==> src/rtl/ham_unpack_if.sv <==
// rtl/ham_unpack_if.sv - codeword-in / byte-out handshake bundle for ham_unpack
interface ham_unpack_if;
  logic        in_valid;
  logic        in_ready;
  logic [15:1] in_word;
  logic        out_valid;
  logic        out_ready;
  logic [7:0]  out_byte;
  logic        out_last;

  modport slave (
    input  in_valid, in_word, out_ready,
    output in_ready, out_valid, out_byte, out_last
  );

  modport master (
    output in_valid, in_word, out_ready,
    input  in_ready, out_valid, out_byte, out_last
  );
endinterface

==> src/rtl/ham_unpack.sv <==
// rtl/ham_unpack.sv - strips Hamming(15,11) parity and packs payloads LSB-first into bytes
module ham_unpack #(
  parameter int CNT_W = 16
) (
  input  logic             clock,
  input  logic             reset_n,
  ham_unpack_if.slave      bus,
  input  logic             flush,
  output logic             flush_done,
  output logic             syn_err,
  output logic [CNT_W-1:0] word_count
);

  typedef enum logic [1:0] {RUN = 2'd0, DRAIN = 2'd1, PAD = 2'd2} state_t;

  state_t      state, state_n;
  logic [17:0] acc, acc_n;
  logic [4:0]  cnt, cnt_n;
  logic        done_n;
  logic [10:0] d;
  logic [17:0] d_ext;
  logic [3:0]  syn;
  logic [7:0]  pad_mask;
  logic        out_valid_i, in_ready_i, in_fire, out_fire;

  assign d = {bus.in_word[15], bus.in_word[14], bus.in_word[13], bus.in_word[12],
              bus.in_word[11], bus.in_word[10], bus.in_word[9],  bus.in_word[7],
              bus.in_word[6],  bus.in_word[5],  bus.in_word[3]};
  assign d_ext = {7'd0, d};

  // Syndrome is the XOR of the indices of all set bits; zero for a clean codeword.
  always_comb begin
    syn = '0;
    for (int i = 1; i <= 15; i++) begin
      if (bus.in_word[i]) syn = syn ^ 4'(i);
    end
  end

  always_comb begin
    for (int i = 0; i < 8; i++) pad_mask[i] = (5'(i) < cnt);
  end

  // in_ready looks through out_ready so a full byte can leave while a word lands.
  assign out_valid_i = (state == PAD) || (cnt >= 5'd8);
  assign in_ready_i  = (state == RUN) &&
                       ((cnt <= 5'd7) || ((cnt <= 5'd15) && out_valid_i && bus.out_ready));
  assign in_fire     = bus.in_valid && in_ready_i;
  assign out_fire    = out_valid_i && bus.out_ready;

  assign bus.out_valid = out_valid_i;
  assign bus.in_ready  = in_ready_i;
  assign bus.out_last  = (state == PAD);
  assign bus.out_byte  = (state == PAD) ? (acc[7:0] & pad_mask) : acc[7:0];

  always_comb begin
    state_n = state;
    acc_n   = acc;
    cnt_n   = cnt;
    done_n  = 1'b0;

    case (state)
      RUN: begin
        if (flush) state_n = DRAIN;
      end
      DRAIN: begin
        if (cnt < 5'd8) begin
          if (cnt == 5'd0) begin
            done_n  = 1'b1;
            state_n = RUN;
          end else begin
            state_n = PAD;
          end
        end
      end
      PAD: begin
        if (out_fire) begin
          done_n  = 1'b1;
          state_n = RUN;
        end
      end
      default: state_n = RUN;
    endcase

    if (state == PAD) begin
      if (out_fire) begin
        acc_n = '0;
        cnt_n = '0;
      end
    end else if (in_fire && out_fire) begin
      acc_n = (acc >> 8) | (d_ext << (cnt - 5'd8));
      cnt_n = cnt + 5'd3;
    end else if (out_fire) begin
      acc_n = acc >> 8;
      cnt_n = cnt - 5'd8;
    end else if (in_fire) begin
      acc_n = acc | (d_ext << cnt);
      cnt_n = cnt + 5'd11;
    end
  end

  always_ff @(posedge clock or negedge reset_n) begin
    if (!reset_n) begin
      state      <= RUN;
      acc        <= '0;
      cnt        <= '0;
      flush_done <= 1'b0;
      syn_err    <= 1'b0;
      word_count <= '0;
    end else begin
      state      <= state_n;
      acc        <= acc_n;
      cnt        <= cnt_n;
      flush_done <= done_n;
      if (in_fire) begin
        word_count <= word_count + 1'b1;
        if (syn != 4'd0) syn_err <= 1'b1;
      end
    end
  end

endmodule

==> src/flat_wrapper.sv <==
// flat-port wrapper written by rule: the top's interface ports become plain ports
module ham_unpack_flat 
#(
  parameter int CNT_W = 16
)
  (clock, reset_n, flush, flush_done, syn_err, word_count, bus_in_valid, bus_in_word, bus_out_ready, bus_in_ready, bus_out_valid, bus_out_byte, bus_out_last);
  ham_unpack_if bus_i ();
  input  logic clock;
  input  logic reset_n;
  input  logic flush;
  output logic flush_done;
  output logic syn_err;
  output logic [CNT_W-1:0] word_count;
  input wire logic [$bits(bus_i.in_valid)-1:0] bus_in_valid;
  input wire logic [$bits(bus_i.in_word)-1:0] bus_in_word;
  input wire logic [$bits(bus_i.out_ready)-1:0] bus_out_ready;
  output wire logic [$bits(bus_i.in_ready)-1:0] bus_in_ready;
  output wire logic [$bits(bus_i.out_valid)-1:0] bus_out_valid;
  output wire logic [$bits(bus_i.out_byte)-1:0] bus_out_byte;
  output wire logic [$bits(bus_i.out_last)-1:0] bus_out_last;
  assign bus_i.in_valid = bus_in_valid;
  assign bus_i.in_word = bus_in_word;
  assign bus_i.out_ready = bus_out_ready;
  assign bus_in_ready = bus_i.in_ready;
  assign bus_out_valid = bus_i.out_valid;
  assign bus_out_byte = bus_i.out_byte;
  assign bus_out_last = bus_i.out_last;
  ham_unpack #(.CNT_W(CNT_W)) u_core (.clock(clock), .reset_n(reset_n), .bus(bus_i), .flush(flush), .flush_done(flush_done), .syn_err(syn_err), .word_count(word_count));
endmodule
==> config.mk <==
export PLATFORM = sky130hd
export DESIGN_NAME = ham_unpack_flat
export DESIGN_NICKNAME = d
export VERILOG_FILES = /design/src/rtl/ham_unpack_if.sv /design/src/rtl/ham_unpack.sv /design/src/flat_wrapper.sv
export SDC_FILE = /design/constraint.sdc
export NUM_CORES = 1
export LEC_CHECK = 0
export BUFFER_PORTS_ARGS = -buffer_cell sky130_fd_sc_hd__buf_2
export CAP_MARGIN = 10
export CORE_MARGIN = 3
export CORE_UTILIZATION = 45
export DETAILED_ROUTE_END_ITERATION = 7
export HOLD_SLACK_MARGIN = 0.03
export MAX_ROUTING_LAYER = met4
export PLACE_DENSITY = 0.65
export RECOVER_POWER = 25
export SLEW_MARGIN = 25
export SYNTH_ARGS = -nofsm -noshare
export SYNTH_HDL_FRONTEND = slang
export SYNTH_SLANG_ARGS = --single-unit
==> constraint.sdc <==
create_clock -name clock -period 3.3 [get_ports clock]
set_clock_uncertainty 0.15 [all_clocks]
set_input_delay 0.495 -clock clock [delete_from_list [all_inputs] [get_ports clock]]
set_output_delay 0.495 -clock clock [all_outputs]
set_load 0.01 [all_outputs]
==> impl_metrics.tcl <==
set metrics [dict create \
    grt_pass1_vias 3148 \
    syn_nets 439 \
    synth_top_flop_cell "dfrtp_1" \
    synthArstFlopShare_pct 100 \
    dp_hpwl_mm 7.02 \
    p_per_area_mw_per_mm2 907 \
    rsz0062_at_grt "false" \
    grtUsageTotal_pct 23.2 \
    peakVddDrop_mv 0.417 \
    coreArea_mm2 0.00741 \
    whs_ns 0.323 \
    layout_min_cycle_time_ns 3.10 \
    drt-vias-per-instance 6.08 \
    met2_length_mm 4.31 \
    worst-slew-pin-transition_ns 2.35 \
    yosysUniqueCellTypes 58 \
    synthAdderAreaFrac_pct 3.56 \
    holdBufCountCts 0 \
    ant_nets 0 \
    place_ws_ns 0.451 \
    critPathMaxFanout 11 \
    yosysTopAreaCellShare_pct 30.6 \
    relSlewSlack_pct -56.6 \
    diodes 0 \
    max_freq_mhz 322 \
    yosysTopAreaCell "dfrtp_1" \
    cts_resized 0 \
    cp.arrival_ns 2.46 \
    top_layer "met4" \
    synthCells 409 \
    grt_max_degree 44 \
    period_share_pct 94.0 \
    setup_viol 0 \
    critPathCaptureType "output pin" \
    die_w_um 94.4 \
    leakage_nw 1.67 \
    synth-simple-area-share_pct 20.4 \
    crit_path_start "u_core.cnt[4]" \
    grt.overflow.total 0 \
    drtPass1Iterations 6 \
    synthMuxAreaShare_pct 9.79 \
    hold_path_class "reg -> reg" \
    root_buffer "clkbuf_8" \
    fin_ws_ns 0.198 \
    hp-start "u_core.word_count[15]" \
    grt_pass1_wl_mm 16.0 \
    syn2layout_area_growth_pct 11.0 \
    dieArea_mm2 0.00891 \
    netlist_area_mm2 0.00352 \
    seq_area_frac_synth_pct 30.6 \
    htreeDepth 2 \
    synth-xor-area-share_pct 8.97 \
    setup_tns_ns 0 \
    place_area_mm2 0.00382 \
    postCtsSetupBuffers 0 \
    synth_top_family_by_area "compound AO/OA/AOI/OAI gates" \
    clock-sinks 43 \
    synth_compound_area_share_pct 21.5 \
    synth_seq_cells 43 \
    clockBufferDepth 2 \
    fp.dieH_um 94.4 \
    clkTransAtPathRegs_ns 0.09 \
    cts_buffers 5 \
    postLayoutCellArea_mm2 0.00390 \
    ios 49 \
    gp_congestion 0.904 \
    reg2reg_from "u_core.cnt[4]" \
    cts_tree "built" \
    post_drt_wl_per_cell_um 17.7 \
    postRouteWirelength_mm 9.64 \
    antenna_found_initial 0 \
    final_nets 475 \
    insertion_delay_ns 0.30 \
    cp.required_ns 2.65 \
    violations "capacitance limit, slew limit" \
    synth_edf_count 0 \
    route.detailed.drc 0 \
    avgSynthCellArea_um2 8.60 \
    io_buffers 48 \
    yosys_warnings 0 \
    num_rows 31 \
    hold_viol_final 0 \
    final_max_slew_viol_count 44 \
    wl_met3_um 712 \
    vias 3310 \
    drtIter0Drc 361 \
    synth.top_cells.by_area "dfrtp_1, xnor2_1, mux2i_1" \
    start_kind "register" \
    worstSetupPathType "reg -> out" \
    status "finished, violations left" \
    drv_cap 1 \
    drive_gt1_share_pct 19.6 \
    drt-met1-wl_mm 4.51 \
    start_util_pct 47.5 \
]
per-stage QoR:
step	instances	utilization, %	total power [mW]
floorplan	409	-	2.56
global placement	537	51.6	3.14
detailed placement	537	51.6	3.16
CTS	544	52.7	3.51
global route	544	52.7	3.83
finish	544	52.7	3.54
cell type report:
| class | count | area [um2] |
|---|---|---|
| Clock buffer | 5 | 68.8 |
| Clock inverter | 2 | 13.8 |
| Fill cell | 732 | 3500 |
| Inverter | 13 | 48.8 |
| Multi-Input combinational cell | 324 | 2260 |
| Sequential cell | 43 | 1080 |
| Tap cell | 99 | 124 |
| Timing Repair Buffer | 58 | 314 |
registers in the layout, summed over array words and instances (netlist names):
register,flops
u_core.syn_err,1
u_core.cnt,5
u_core.state,2
u_core.word_count,16
u_core.acc,18
u_core.flush_done,1
critical path: stages (launching register included):
cell	delay, ns
dfrtp_1	0.43
inv_2	0.19
ha_1	0.20
or4b_4	0.49
a31oi_4	0.36
a21oi_4	0.19
nor2_1	0.15
buf_2	0.15
metal layers:
metal	global-route usage, %	vias up
met3	3.59	15
li1	-	1574
met2	33.9	144
met4	5.05	0
met5	-	-
met1	33.9	1577
where the power goes:
part           internal (mW)  switching (mW)  leakage, nW
combinational          0.892            1.43         1.07
sequential             0.699           0.184        0.554
clock                  0.145           0.187       0.0440
total                   1.74            1.80         1.67
synth_stat cells (all sizes together), types with 7 or more instances:
cell and instances:
nand3 15, ha 10, dfrtp 43, clkbuf 19, nand2 35, a21oi 33
xnor2 30, and3 8, mux2i 22, inv 12, a211oi 14, nand4 13
o21ai 16, nor3 12, mux2 7, buf 10, nor2 24, a31oi 7
placed cells by master (no fill, tap or decap), types with 3 or more instances in the layout:
cell type,count
mux2i_1,22
and2_1,6
buf_2,47
a22o_1,4
nand2b_1,4
o2111ai_1,3
xor2_1,6
nand4_1,13
a21oi_1,32
inv_1,11
a21boi_0,4
buf_4,10
o21ai_0,16
dfrtp_1,43
a21o_1,3
a311oi_1,5
nor2b_1,3
nor3_1,10
nand2_1,35
a211oi_1,14
and3_1,8
xnor2_1,30
nor3b_1,3
nor2_1,23
nand3_1,15
or2_2,5
clkbuf_8,5
ha_1,10
or3_1,3
mux2_2,7
o22ai_1,4
a31oi_1,6
worst paths after layout:
| kind | slack [ns] | endpoint | cells past startpoint |
|---|---|---|---|
| max in group asynchronous | 0.91 | u_core.word_count[1] | 1 |
| setup / recovery | 0.20 | bus_in_ready | 7 |
| hold reg to reg | 0.32 | u_core.word_count[15] | 1 |
| hold / removal | 0.32 | u_core.word_count[15] | 1 |
| setup reg to reg | 0.40 | u_core.word_count[1] | 7 |
| min in group asynchronous | 0.75 | u_core.acc[0] | 1 |
cell families (layout without fill, tap and decap cells):
kind of cell,after synthesis,count (layout)
compound gates,111,111
flops,43,43
simple gates,136,136
buf+inv,42,78
mux,31,31
xor+xnor,36,36
fa+ha+maj,10,10
Power figures use the tool's default switching activity.
